<file path="src/rtl/mips_pkg.sv">
// rtl/mips_pkg.sv - shared MIPS opcode/funct constants and exception codes for the P8 core
package mips_pkg;

  localparam logic [5:0] OP_SPECIAL = 6'b000000;
  localparam logic [5:0] OP_REGIMM  = 6'b000001;
  localparam logic [5:0] OP_J       = 6'b000010;
  localparam logic [5:0] OP_JAL     = 6'b000011;
  localparam logic [5:0] OP_BEQ     = 6'b000100;
  localparam logic [5:0] OP_BNE     = 6'b000101;
  localparam logic [5:0] OP_BLEZ    = 6'b000110;
  localparam logic [5:0] OP_BGTZ    = 6'b000111;

  localparam logic [5:0] FN_JR      = 6'b001000;
  localparam logic [5:0] FN_JALR    = 6'b001001;

  localparam logic [4:0] EXC_ADEL   = 5'd4;

  localparam logic [31:0] NOP_INSTR = 32'h0000_0000;

endpackage

</file>
<file path="src/rtl/cti_detect.sv">
// rtl/cti_detect.sv - flags control-transfer instructions (branches, jumps) that own a delay slot
module cti_detect
  import mips_pkg::*;
(
  input  logic [31:0] ir,
  output logic        is_cti
);

  logic [5:0] opcode;
  logic [5:0] funct;
  logic       unused_mid_bits;

  assign opcode          = ir[31:26];
  assign funct           = ir[5:0];
  assign unused_mid_bits = ^ir[25:6];

  always_comb begin
    is_cti = 1'b0;
    case (opcode)
      OP_REGIMM, OP_J, OP_JAL, OP_BEQ, OP_BNE, OP_BLEZ, OP_BGTZ: is_cti = 1'b1;
      OP_SPECIAL: is_cti = (funct == FN_JR) || (funct == FN_JALR);
      default:    is_cti = 1'b0;
    endcase
  end

endmodule

</file>
<file path="src/rtl/if_id_stage_reg.sv">
// rtl/if_id_stage_reg.sv - IF/ID pipeline register with bubble, freeze and delay-slot tracking; IFID_PERF_EN adds stall/bubble counters
module if_id_stage_reg #(
  parameter logic [31:0] TEXT_BASE = 32'h0000_3000,
  parameter logic [4:0]  EXC_ADEL  = mips_pkg::EXC_ADEL
) (
  input  logic        clk,
  input  logic        reset,
  input  logic [31:0] if_ir,
  input  logic [31:0] if_pcp4,
  input  logic        if_pc_exc,
  input  logic        goto_handler,
  input  logic        eret,
  input  logic        freeze,
  output logic [31:0] id_ir,
  output logic [31:0] id_pcp4,
  output logic [31:0] id_pc,
  output logic        id_valid,
  output logic        id_exc,
  output logic [4:0]  id_exc_code,
  output logic        id_bd,
  output logic [31:0] id_epc,
  output logic [31:0] stall_cnt,
  output logic [31:0] bubble_cnt
);

  logic id_is_cti;
  logic bubble;

  cti_detect u_cti_detect (
    .ir     (id_ir),
    .is_cti (id_is_cti)
  );

  // ERET only kills the slot when the pipe is moving; handler entry always does
  assign bubble = goto_handler | (eret & ~freeze);

  always_ff @(posedge clk) begin
    if (reset) begin
      id_ir       <= mips_pkg::NOP_INSTR;
      id_pcp4     <= TEXT_BASE + 32'd4;
      id_valid    <= 1'b0;
      id_exc      <= 1'b0;
      id_exc_code <= 5'd0;
      id_bd       <= 1'b0;
    end else if (bubble) begin
      id_ir       <= mips_pkg::NOP_INSTR;
      id_pcp4     <= if_pcp4;
      id_valid    <= 1'b0;
      id_exc      <= 1'b0;
      id_exc_code <= 5'd0;
      id_bd       <= 1'b0;
    end else if (!freeze) begin
      id_ir       <= if_ir;
      id_pcp4     <= if_pcp4;
      id_valid    <= 1'b1;
      id_exc      <= if_pc_exc;
      id_exc_code <= if_pc_exc ? EXC_ADEL : 5'd0;
      // the incoming instruction is a delay slot iff the one leaving ID was a real CTI
      id_bd       <= id_valid & id_is_cti;
    end
  end

  assign id_pc  = id_pcp4 - 32'd4;
  assign id_epc = id_bd ? (id_pc - 32'd4) : id_pc;

`ifdef IFID_PERF_EN
  logic [31:0] stall_q;
  logic [31:0] bubble_q;

  always_ff @(posedge clk) begin
    if (reset) begin
      stall_q  <= 32'd0;
      bubble_q <= 32'd0;
    end else begin
      if (freeze && !goto_handler && (stall_q != 32'hFFFF_FFFF))
        stall_q <= stall_q + 32'd1;
      if (bubble && (bubble_q != 32'hFFFF_FFFF))
        bubble_q <= bubble_q + 32'd1;
    end
  end

  assign stall_cnt  = stall_q;
  assign bubble_cnt = bubble_q;
`else
  assign stall_cnt  = 32'd0;
  assign bubble_cnt = 32'd0;
`endif

endmodule

</file>
<file path="config.mk">
export PLATFORM = sky130hd
export DESIGN_NAME = if_id_stage_reg
export DESIGN_NICKNAME = d
export VERILOG_FILES = /design/src/rtl/mips_pkg.sv /design/src/rtl/cti_detect.sv /design/src/rtl/if_id_stage_reg.sv
export SDC_FILE = /design/constraint.sdc
export NUM_CORES = 1
export LEC_CHECK = 0
export BUFFER_PORTS_ARGS = -buffer_cell sky130_fd_sc_hd__clkbuf_2
export CORE_MARGIN = 5
export CORE_UTILIZATION = 44
export DETAILED_ROUTE_END_ITERATION = 7
export GPL_TIMING_DRIVEN = 0
export PLACE_DENSITY = 0.82
export SYNTH_ARGS = -nofsm -noshare
export SYNTH_HDL_FRONTEND = slang
export SYNTH_SLANG_ARGS = --single-unit
</file>
<file path="constraint.sdc">
create_clock -name clk -period 4.3 [get_ports clk]
set_input_delay 0.645 -clock clk [delete_from_list [all_inputs] [get_ports clk]]
set_output_delay 0.645 -clock clk [all_outputs]
set_load 0.1 [all_outputs]
</file>
---- Yosys cells after proc, flatten, opt, wreduce, memory -nomap -nowiden ----
Cells that the tools add are included.
cells by class
  add/sub/neg operators ................... 2
  multipliers ............................. 0
  div/mod/pow operators ................... 0
  order comparisons ....................... 0
  equality and inequality tests ........... 10
  shifts and indexed selects .............. 0
  multiplexer cells ....................... 5
  bitwise logic cells ..................... 4
  reductions and logical operators ........ 4
operators by type and width
  operator                                                count
  two-way mux 32 bit                                      3
  subtractor 32 x 3 -> 32 bit (second input constant)     2
  == test 6 x 3 -> 1 bit (second input constant)          4
  == test 6 x 2 -> 1 bit (second input constant)          2
  == test 6 x 4 -> 1 bit (second input constant)          2
  OR reduction 7 bit                                      1
  == test 6 x 1 -> 1 bit (second input constant)          1
  logical NOT 6 bit                                       1
  two-way mux 3 bit                                       1
  AND 1 bit                                               2
  inequality test 2 x 1 -> 1 bit (second input constant)  1
  one-hot mux 1 bit (2 select lines)                      1
  OR reduction 2 bit                                      1
  logical OR 1 bit                                        1
  inverter 1 bit                                          1
  OR 1 bit                                                1
word-level totals
  register bits after elaboration ......... 72
  bits in latches ......................... 0
  RAM bits ................................ 0
  ROM bits ................................ 0
  input bits .............................. 70
  logic and storage cells ................. 31
  memories ................................ 0

---- Depth between registers and ports, before layout ----
Gate-level depths: netlist (run 1).
  depth in word-level cells ............... 4
  gate-level depth with buffers ........... 11
  gate-level depth less buffers ........... 10

---- By module ----
From an unflattened synthesis (run 1), not the netlist that was laid out.
second synthesis, totals
  cells, all modules ...................... 550
  area, all modules ....................... 4399.2 µm²
by module, submodules not included
  module           times used  cells an instance  area an instance (µm²)  sequential area each (µm²)
  if_id_stage_reg  1           546                4366.7                  1341.3
  cti_detect       1           4                  32.5                    0.0

---- Worst setup path after synthesis (run 1) ----
Ideal clock, no wire load.
  path type ............................... register to output
  from .................................... reg id_pcp4[2]
  to ...................................... out id_epc[24]
  data arrival time ....................... 6.532 ns
  slack ................................... -2.877 ns
  cell stages (with the launch flop) ...... 10
  path buffers ............................ 0
  cells stage by stage .................... dfxtp_1 > inv_1 > ha_1 > nor4b_4 > and4_1 > xor2_1 > nor2_1 > nand4_2 > nor4b_4 > xnor2_1
on the way
  cells in the longest elaborated chain, start to end .. 3
ends and longest elaborated chain
  element                      RTL line               source
  start: declaration           if_id_stage_reg.sv:15  output logic [31:0] id_pcp4,
  start signal: assignment     if_id_stage_reg.sv:40  id_pcp4 <= TEXT_BASE + 32'd4;
  start signal: assignment     if_id_stage_reg.sv:47  id_pcp4 <= if_pcp4;
  start signal: assignment     if_id_stage_reg.sv:54  id_pcp4 <= if_pcp4;
  subtractor 32 x 3 -> 32 bit  if_id_stage_reg.sv:63  assign id_pc = id_pcp4 - 32'd4;
  net id_pc[2]                 if_id_stage_reg.sv:16  output logic [31:0] id_pc,
  subtractor 32 x 3 -> 32 bit  if_id_stage_reg.sv:64  assign id_epc = id_bd ? (id_pc - 32'd4) : id_pc;
  two-way mux 32 bit           if_id_stage_reg.sv:64
  end: declaration             if_id_stage_reg.sv:21  output logic [31:0] id_epc,
The timed path passes the listed nets, and every way through them passes these cells.

---- Final worst setup path (run 1) ----
  from .................................... reg id_pcp4[4]
  to ...................................... out id_epc[27]
on the way
  cells in the longest elaborated chain, start to end .. 3
ends and longest elaborated chain
  element                          RTL line
  subtractor 32 x 3 -> 32 bit (*)  if_id_stage_reg.sv:63
  subtractor 32 x 3 -> 32 bit      if_id_stage_reg.sv:64
  two-way mux 32 bit (*)           if_id_stage_reg.sv:64
Every way passes the cells marked *; elsewhere a longest branch is shown, timed or not.

==> metrics, run 1 <==
slew margin rel. between 50% and 60%; Psw roughly 1.3 mW; Slew Viols, Final 0; Worst setup EP type output pin; hold path start id_pcp4[3]$_SDFFE_PP0P_; CTS sink count 67; XOR/XNOR Fraction of Synth Area about an eighth; Worst Skew 0.00723 ns; Rows 36; multiplexer share of the synthesized area approximately 7.4%; syn avg cell area just over 8 µm²; Worst Path Required ~3.7 ns; top sig layer met4; Cells after Synth 534; total area of sequential cells ~1400 µm²; GRT Residual Overflow 0; number of DRC markers in iteration 0 117; share of power burned in registers between 20% and 30%; Met1 Routed Length just over 5 mm; vias in the first global route 4407; Net Sw Frac between 50% and 60%; first-pass GRT wire length 21.0 mm; post-synthesis sequential area ratio between 30 and 40%; WP data arrival 3.50 ns; CTS tree yes; metal2 WL around 7.6 mm; fin area around 7000 µm²; largest net degree at the start of global routing 12; top cell type's share of synthesized area 30.2%; Core Box Area around 10000 µm²; Reg2Reg Setup Slack 3.18 ns; GPL Wtd Cong between 0.8 and 0.9; final hold vios 0; worst-path fanout max 10; Crit Path Class register to output pin; outcome finished, final reports clean; main combinational cell family by area after synthesis simple AND/OR/NAND/NOR gates; Initial Util between 40% and 50%; synth top area cells dfxtp_1, buf_4, mux2i_1, xnor2_1, nand2_1; vias per std cell ~4.6; GRT Total Usage roughly 22%; Inst Count DP between 900 and 1000; DR WL met3 1.16 mm; Clock power frac about a fifth; Adder-Cell Fraction of Synth Area under 10%; DR vias between 4000 and 5000; Synth Area in Simple Gates about 27%; Pwr Density between 300 and 400 nW/µm²; fill count ~750; initial antenna violation count 0; Yosys reg bits between 60 and 70; worst min path class register to register; Non-Filler Instances 967; final HPWL from detailed placement between 10 and 15 mm; Clock transition at path regs 0.08 ns; Die Y between 100 and 150 µm; synth warn 0; Synth Area in Compound Gates between 5 and 6%; area of the multi-input gates ~3400 µm²; Boundary Pins 270; Post-CTS Hold Buffers 0; Max Cap Viol 0; Antenna Cells 0; post-synth cell types 58; fraction of registers with async set/reset 0%; Clk Latency, worst-skew pair 0.33 ns; area grow syn2layout 58.7%; final net count approximately 900; total routed wirelength around 14 mm; Post-DP Area ~6600 µm²; commonest non-fill, non-tap cells in the layout clkbuf_2, buf_4, nand2_1; final setup fails 0; Internal Power 1.21 mW; Routed wire per std cell between 10 and 15 µm; Bufs on Longest Clock Path 2; H-tree depth 3; layout cells sized above 1 between 40% and 50%; VDD IR max 0.000233 V; port bufs around 200; area leader, netlist dfxtp_1; most common cell after layout, fill and taps aside clkbuf_2; Logic pwr share slightly above 50%; EDFF count, synth 0; Pleak about 3.6 nW; Setup crit start kind register; Worst R2R Start id_ir[2]$_SDFFE_PP0N_; DRC viols 0; Final min period 4.15 ns; die span in x around 110 µm; Final ANT Viol Nets 0; Pre-antenna DRT Iters 4; Top FF cell, synth dfxtp_1; post-synthesis cell area between 4000 and 5000 µm²; CP Launch Point id_pcp4[4]$_SDFFE_PP0P_; worst-margin pin slew about 0.69 ns; f_max ~240 MHz; Num CTS Buffers 9; Die Footprint about 12000 µm²; fin crit share a little over nine tenths; CTS Root Cell clkbuf_8
==> through the flow <==
stage               TNS (ns)  utilization (%)  total power [mW]  setup slack [ns]  hold WS (ns)
detailed placement    -0.681             66.7              2.00            -0.198         0.477
CTS                        0             70.3              2.54            0.0137         0.489
floorplan              -3.89                -              1.84            -0.502         0.612
global placement      -0.292             66.7              1.98            -0.132         0.468
global route         -0.0249             71.7              2.64           -0.0147         0.513
finish                     0             71.7              2.55             0.153         0.485
==> layout make-up <==
cell class                      instances  share of cell area (%)
Clock buffer                           12                    2.22
Buffer                                 97                    9.49
Tap cell                              133                    2.36
Timing Repair Buffer                  217                    16.9
Multi-Input combinational cell        422                    48.3
Inverter                               15                   0.853
Sequential cell                        67                    19.2
Clock inverter                          4                   0.675
==> worst paths after layout <==
kind | end | depth (start not counted)
worst min-delay path | id_pcp4[3]$_SDFFE_PP0P_ | 2
worst max register to register | id_bd$_SDFFE_PP0N_ | 6
worst min register to register | id_pcp4[3]$_SDFFE_PP0P_ | 2
worst max-delay path | id_epc[27] | 13
==> routing by layer <==
layer | vias to the layer above | GRT usage, %
li1 | 2210 | -
met1 | 2020 | 23.8
met2 | 181 | 41.2
met3 | 22 | 5.65
met4 | 0 | 6.24
met5 | - | 0
==> state kept, by name, indices dropped and copies added (netlist names) <==
| register | count |
|---|---|
| id_ir | 32 |
| id_exc_code | 1 |
| id_valid | 1 |
| id_pcp4 | 32 |
| id_bd | 1 |
==> kinds of logic (layout without fill, tap and decap cells) <==
group,Yosys count,after routing
AO/OA/AOI/OAI,45,45
XOR/XNOR,57,57
adder cells (fa/ha/maj),4,4
buffers and inverters,112,345
flip-flops,67,67
multiplexers,33,33
other,1,68
AND/OR/NAND/NOR,215,215
==> worst max-delay path, cell delays in order, from the launching register on <==
cell,delay (ns)
dfxtp_4,0.43
inv_1,0.08
ha_1,0.22
a21boi_4,0.21
nand2_1,0.13
buf_4,0.21
nor4b_4,0.38
xor2_4,0.17
or2b_4,0.30
nor4_4,0.24
buf_4,0.18
nand2b_1,0.13
xnor2_4,0.15
clkbuf_4,0.34
==> synth_stat cells, types with 4 or more instances <==
cell type	instances
a21oi_1	35
buf_4	73
clkbuf_1	18
dfxtp_1	67
ha_1	4
inv_1	15
mux2i_1	33
nand2_1	76
nand2b_1	4
nand3_1	9
nand3b_1	10
nor2_1	56
nor3_1	12
nor4_1	7
xnor2_1	35
xor2_1	18
==> timing repair <==
action,in CTS,in global routing
endpoints found under the setup margin,11,10
pin swaps,6,8
setup buffers,7,9
resized for setup,18,19
==> power groups by stage <==
stage                     logic (mW)  registers, mW  clock network, mW
final                           1.32          0.695              0.536
after CTS                       1.30          0.695              0.543
after global placement          1.28          0.706                  0
after global routing            1.36          0.701              0.575
after detailed placement        1.29          0.708                  0
after floorplan                0.938          0.899                  0
Note: power is estimated with default switching activity, not from simulation.
==> inputs of run 2 (changes only) <==
--- a/config.mk
+++ b/config.mk
@@ -5,9 +5,10 @@
 export SDC_FILE = /design/constraint.sdc
 export NUM_CORES = 1
 export LEC_CHECK = 0
+export ABC_AREA = 1
 export BUFFER_PORTS_ARGS = -buffer_cell sky130_fd_sc_hd__clkbuf_2
 export CORE_MARGIN = 5
-export CORE_UTILIZATION = 44
+export CORE_UTILIZATION = 46
 export DETAILED_ROUTE_END_ITERATION = 7
 export GPL_TIMING_DRIVEN = 0
 export PLACE_DENSITY = 0.82
==> run 2 against run 1 <==
Design area is 2.3% lower. Synthesized cell count up 43%. Routed wire length grew 9.4%. Core utilization fell by 7.7 points. Via count up 22%. First-iteration DRC count rose to 2.6 times the previous value. Die area rose by 6.7%. Sequential share of layout area up 0.35 points. Total power up 4.0%. Critical endpoint is now id_epc[26]. Synthesized area is 12% higher. Clock power up 7.3%.
==> metrics, run 2 <==
fraction of registers with async set/reset 0%; Die Footprint 13000 µm²; Die Y ~110 µm; Largest delay share family, worst path simple AND/OR/NAND/NOR gates; VDD IR max ~0.00037 V; f_max around 260 MHz; Reg2Reg Setup Slack ~3.0 ns; Clk Latency, worst-skew pair approximately 0.35 ns; top cell type's share of synthesized area approximately 27%; CTS sink count 67; worst-margin pin slew 0.627 ns; worst min path class register to register; Boundary Pins 270; post-synthesis cell area about 5000 µm²; Core Box Area about 11000 µm²; Worst Path Required around 3.7 ns; Cells after Synth ~760; Crit Path Class register to output pin; area leader, netlist dfxtp_1; final net count ~1100; CTS tree yes; GRT Residual Overflow 0; first-pass GRT wire length 24.3 mm; RSZ-0062 raised after global routing no; Routed wire per std cell 13.0 µm; Final min period approximately 3.8 ns; fin area a little under 7000 µm²; total setup buffers inserted after CTS 0; Crit Reg-Reg Endpoint id_bd$_SDFFE_PP0N_; most used cell, CP nand2_1; total routed wirelength ~15 mm; CP Launch Point id_pcp4[3]$_SDFFE_PP0P_; most frequent cell after synthesis nand2_1; DR vias 5411; Critical-path top delay cell clkbuf_2; Clock transition at path regs 0.08 ns; commonest non-fill, non-tap cells in the layout clkbuf_2, nand2_1, nor2_1; Worst R2R Start id_ir[4]$_SDFFE_PP0N_; vias per std cell 4.57; final hold vios 0; die span in x approximately 110 µm; Worst setup EP type output pin; EDFF count, synth 0; GPL Wtd Cong 0.911; Final ANT Viol Nets 0; Post-CTS Hold Buffers 0; final setup fails 0; most common cell after layout, fill and taps aside clkbuf_2; Pwr Density 385 nW/µm²; synth warn 0; Antenna Cells 0; R2R depth 5; Buf+Inv Stages, Crit Path 3; CTS Root Cell clkbuf_8; Worst Skew 0.0130 ns; Yosys reg bits between 60 and 70; Pleak approximately 3.6 nW; layout cells sized above 1 between 30% and 40%; WP data arrival roughly 3.2 ns; number of DRC markers in iteration 0 307; Initial Util a little under half; Regs by FF count id_ir: 32 flops, id_pcp4: 32 flops; initial antenna violation count 2; port bufs 200; DRC viols 0; Max Cap Viol 0; outcome finished, final reports clean; Num CTS Buffers 9; Slew Viols, Final 0; syn avg cell area about 6.5 µm²; Bufs on Longest Clock Path 2; largest net degree at the start of global routing 14; Setup crit start kind register; slew margin rel. about three fifths; area grow syn2layout 38.1%; Crit. path cell count 15; Top FF cell, synth dfxtp_1; max incr delay on CP between 0.4 and 0.5 ns; final HPWL from detailed placement approximately 13 mm; post-synthesis sequential area ratio 26.9%; synth top area cells dfxtp_1, nand2_1, buf_4, a21oi_1, nor2_1; worst-path fanout max 5; Post-DP Area 6660 µm²; GRT Total Usage between 20% and 30%; H-tree depth 3; Commonest cells post-synth nand2_1, nor2_1, buf_4; TNS Setup 0 ns; Critical Path, Cell by Cell inv_1 > ha_1 > nand3_2 > nor2_2 > nand3_1 > nand2_1 > nand2_2 > nor2_4 > nand2_4 > nor2_4 > nand2_1 > nand2_1 > nand2_1 > clkinvlp_4 > clkbuf_2; vias in the first global route between 5000 and 6000; post-synth cell types 31; CP endpoint id_epc[26]; # resized after CTS 0; Rows 38; fin crit share 88.7%; Pre-antenna DRT Iters 5
run 2: changes by cell type after synthesis, moves of 9 or more:
cell and change:
nand2_1 +111, o21ai_0 +35, nand4_1 +9, nand3_1 +31, inv_1 +51, nor2_1 +20
nor2_2 +16, a21oi_1 +26, nand2_2 +26, nor3_1 -9, xnor2_1 -28, mux2i_1 -33
nor2_4 +19
run 2: logic make-up (layout without fill, tap and decap cells):
family	count (synthesis)	after routing	synth area share (%)
and+or+nand+nor	400	400	39.6
xor gates and xnor gates	22	22	4.02
adders and majority gates	4	4	1.01
AOI/OAI and AO/OA	102	102	10.4
other	1	68	0.0753
buffers and inverters	166	382	18.0
DFF	67	67	26.9
run 2: area by class of cell:
cell class,instances,area (µm²)
fill,1010,3870
multi-input combinational,596,3200
sequential,67,1350
timing repair buffer,200,1000
buffer,93,623
inverter,73,315
tap,140,175
clock buffer,10,128
clock inverter,6,90.1
run 2: routing by layer:
layer / share of wire (%) / vias up / global-route usage [%]
met5: 0.25 / - / 0
met4: 2.5 / 4 / 9.03
met3: 10 / 32 / 7.75
met2: 49 / 232 / 40.4
met1: 37 / 2328 / 25.7
li1: - / 2815 / -
run 2: per-stage QoR:
step                      hold slack, ns  setup WS (ns)  std cells  power, mW  util (%)
after floorplan                    0.744         -0.331        829       1.91         -
after CTS                          0.466          0.432       1185       2.66      64.0
final                              0.467          0.484       1185       2.65      64.0
after global placement             0.441          0.839       1169       2.08      62.0
after global routing               0.482          0.265       1185       2.75      64.0
after detailed placement           0.452          0.827       1169       2.09      62.0
run 2: worst min path at each step:
stage,cells after the start,endpoint,from,slack [ns]
4_1_cts,2,id_ir[25]$_SDFFE_PP0N_,id_ir[25]$_SDFFE_PP0N_,0.47
3_3_place_gp,2,id_ir[0]$_SDFFE_PP0N_,id_ir[0]$_SDFFE_PP0N_,0.44
2_1_floorplan,2,id_pcp4[2]$_SDFFE_PP1P_,reset,0.74
3_5_place_dp,2,id_ir[0]$_SDFFE_PP0N_,id_ir[0]$_SDFFE_PP0N_,0.45
5_1_grt,2,id_ir[25]$_SDFFE_PP0N_,id_ir[25]$_SDFFE_PP0N_,0.48
6_report,2,id_ir[12]$_SDFFE_PP0N_,id_ir[12]$_SDFFE_PP0N_,0.47
run 2: power by group:
group,switching (mW),leakage (nW),internal [mW]
clock network,0.247,0.107,0.329
logic,1.15,2.90,0.228
registers,0.0421,0.552,0.651
total,1.44,3.56,1.21
run 2: worst register-to-register path: cells and delay by family (launching register included):
family	cells	cell delay (ns)
compound gates	2	0.24
flops	1	0.34
simple gates	3	0.64
==> inputs of run 3 (changes only) <==
--- a/config.mk
+++ b/config.mk
@@ -8,10 +8,10 @@
 export ABC_AREA = 1
 export BUFFER_PORTS_ARGS = -buffer_cell sky130_fd_sc_hd__clkbuf_2
 export CORE_MARGIN = 5
-export CORE_UTILIZATION = 46
+export CORE_UTILIZATION = 49
 export DETAILED_ROUTE_END_ITERATION = 7
 export GPL_TIMING_DRIVEN = 0
-export PLACE_DENSITY = 0.82
+export PLACE_DENSITY = 0.87
 export SYNTH_ARGS = -nofsm -noshare
 export SYNTH_HDL_FRONTEND = slang
 export SYNTH_SLANG_ARGS = --single-unit
==> constraint.sdc (replaced) <==
create_clock -name clk -period 4.85 [get_ports clk]
set_input_delay 0.7275 -clock clk [delete_from_list [all_inputs] [get_ports clk]]
set_output_delay 0.7275 -clock clk [all_outputs]
set_load 0.1 [all_outputs]
==> run 3 against run 2 <==
Highest routed layer is now met4. Combinational power shrank 12%. Clock power shrank 33%. Largest cell class unchanged. Total power down 17%.
==> metrics, run 3 (synthesis results as in run 2) <==
outcome finished, final reports clean; Critical Path, Cell by Cell clkinvlp_4 > ha_4 > xnor2_1 > clkinvlp_4 > nor2_4 > inv_1 > nor2_1 > nand3_2 > nor2_4 > nand2_2 > nor2_1 > xor2_4 > clkbuf_2; Rows 36; fill count slightly below 900; slew margin rel. between 60% and 70%; initial antenna violation count 0; Worst Path Required 4.12 ns; worst-margin pin slew between 0.5 and 0.6 ns; R2R depth 5; vias in the first global route between 5000 and 6000; GRT Residual Overflow 0; Critical-path top delay cell clkbuf_2; Slew Viols, Final 0; total area of sequential cells between 1000 and 1500 µm²; Non-Filler Instances approximately 1200; CTS sink count 67; Crit. path cell count 13; Clock transition at path regs 0.07 ns; Pwr Density between 300 and 400 nW/µm²; first-pass GRT wire length around 24 mm; Die Footprint roughly 12000 µm²; largest net degree at the start of global routing 12; Max Cap Viol 0; worst min path class register to register; total routed wirelength 15.4 mm; Bufs on Longest Clock Path 2; Worst Skew 0.00517 ns; Die Y 111 µm; worst setup margin approximately 0.93 ns; DRC viols 0; Clk Latency, worst-skew pair roughly 0.33 ns; die span in x between 100 and 150 µm; TNS Setup 0 ns; Boundary Pins 270; Buf+Inv Stages, Crit Path 4; Routed wire per std cell 13.1 µm; RSZ-0062 raised after global routing no; commonest non-fill, non-tap cells in the layout clkbuf_2, nand2_1, nor2_1; most common cell after layout, fill and taps aside clkbuf_2; f_max between 200 and 300 MHz; Final ANT Viol Nets 0; H-tree depth 3; WP data arrival between 3 and 4 ns; Pre-antenna DRT Iters 5; area grow syn2layout 34.2%; vias per std cell around 4.6; worst-path fanout max 6; layout cells sized above 1 a little under two fifths; Final min period 3.92 ns; final net count between 1000 and 1500; hold path cells 2; number of DRC markers in iteration 0 roughly 230; Setup crit start kind register; Inst Count DP around 1200; total setup buffers inserted after CTS 0; Worst setup EP type output pin; area of the multi-input gates 3110 µm²; Reg2Reg Setup Slack around 3.6 ns; GRT Total Usage a little under a quarter; Num CTS Buffers 9; DR vias 5406; Largest delay share family, worst path simple AND/OR/NAND/NOR gates; final hold vios 0; final HPWL from detailed placement 13.3 mm; VDD IR max roughly 0.00024 V; port bufs 200; Antenna Cells 0; pre-CTS WS ~1.3 ns; Post-CTS Hold Buffers 0; Initial Util 50.5%; CTS Root Cell clkbuf_8; fin crit share about four fifths; GPL Wtd Cong about 0.94; CTS tree yes; Regs by FF count id_ir: 32 flops, id_pcp4: 32 flops; # resized after CTS 0; max incr delay on CP between 0.4 and 0.5 ns; Crit Path Class register to output pin; Pleak 3.59 nW; final setup fails 0; Core Box Area roughly 9900 µm²
[run 3: routing by layer]
metal / wire, µm / share of wire (%) / up-vias / track usage [%]
met1: 5820 / 38 / 2343 / 26.1
met4: 390 / 2.5 / 0 / 8.87
met5: 0 / 0 / - / 0
met3: 1510 / 9.8 / 32 / 7.31
li1: - / - / 2801 / -
met2: 7650 / 50 / 230 / 43.2
[run 3: tightest hold or removal path, stage by stage, from the launching register on]
cell     delay (ns)
dfxtp_1        0.31
nand2_1        0.06
a21oi_1        0.05
[run 3: cell type report]
class / count / share of cell area, %
Clock buffer: 11 / 2.11
Clock inverter: 3 / 0.262
Buffer: 93 / 9.32
Multi-Input combinational cell: 596 / 46.5
Sequential cell: 67 / 20.1
Timing Repair Buffer: 200 / 15.0
Inverter: 73 / 4.21
Tap cell: 133 / 2.49
[run 3: final timing paths]
check,from,end
max reg2reg,id_ir[3]$_SDFFE_PP0N_,id_bd$_SDFFE_PP0N_
min reg2reg,id_ir[21]$_SDFFE_PP0N_,id_ir[21]$_SDFFE_PP0N_
min,id_ir[21]$_SDFFE_PP0N_,id_ir[21]$_SDFFE_PP0N_
max,id_pcp4[2]$_SDFFE_PP1P_,id_epc[17]
[run 3: per-stage QoR]
stage	utilization [%]	hold slack [ns]	instance area [µm²]	power [mW]
5_1_grt	67.8	0.482	6690	2.30
3_3_place_gp	66.2	0.451	6530	1.83
3_5_place_dp	66.2	0.459	6530	1.83
2_1_floorplan	-	0.826	5360	1.68
4_1_cts	67.8	0.469	6690	2.22
6_report	67.8	0.466	6690	2.21
[run 3: power by group]
part / switching [mW] / internal [mW]
sequential: 0.0372 / 0.577
combinational: 1.01 / 0.195
clock: 0.194 / 0.192
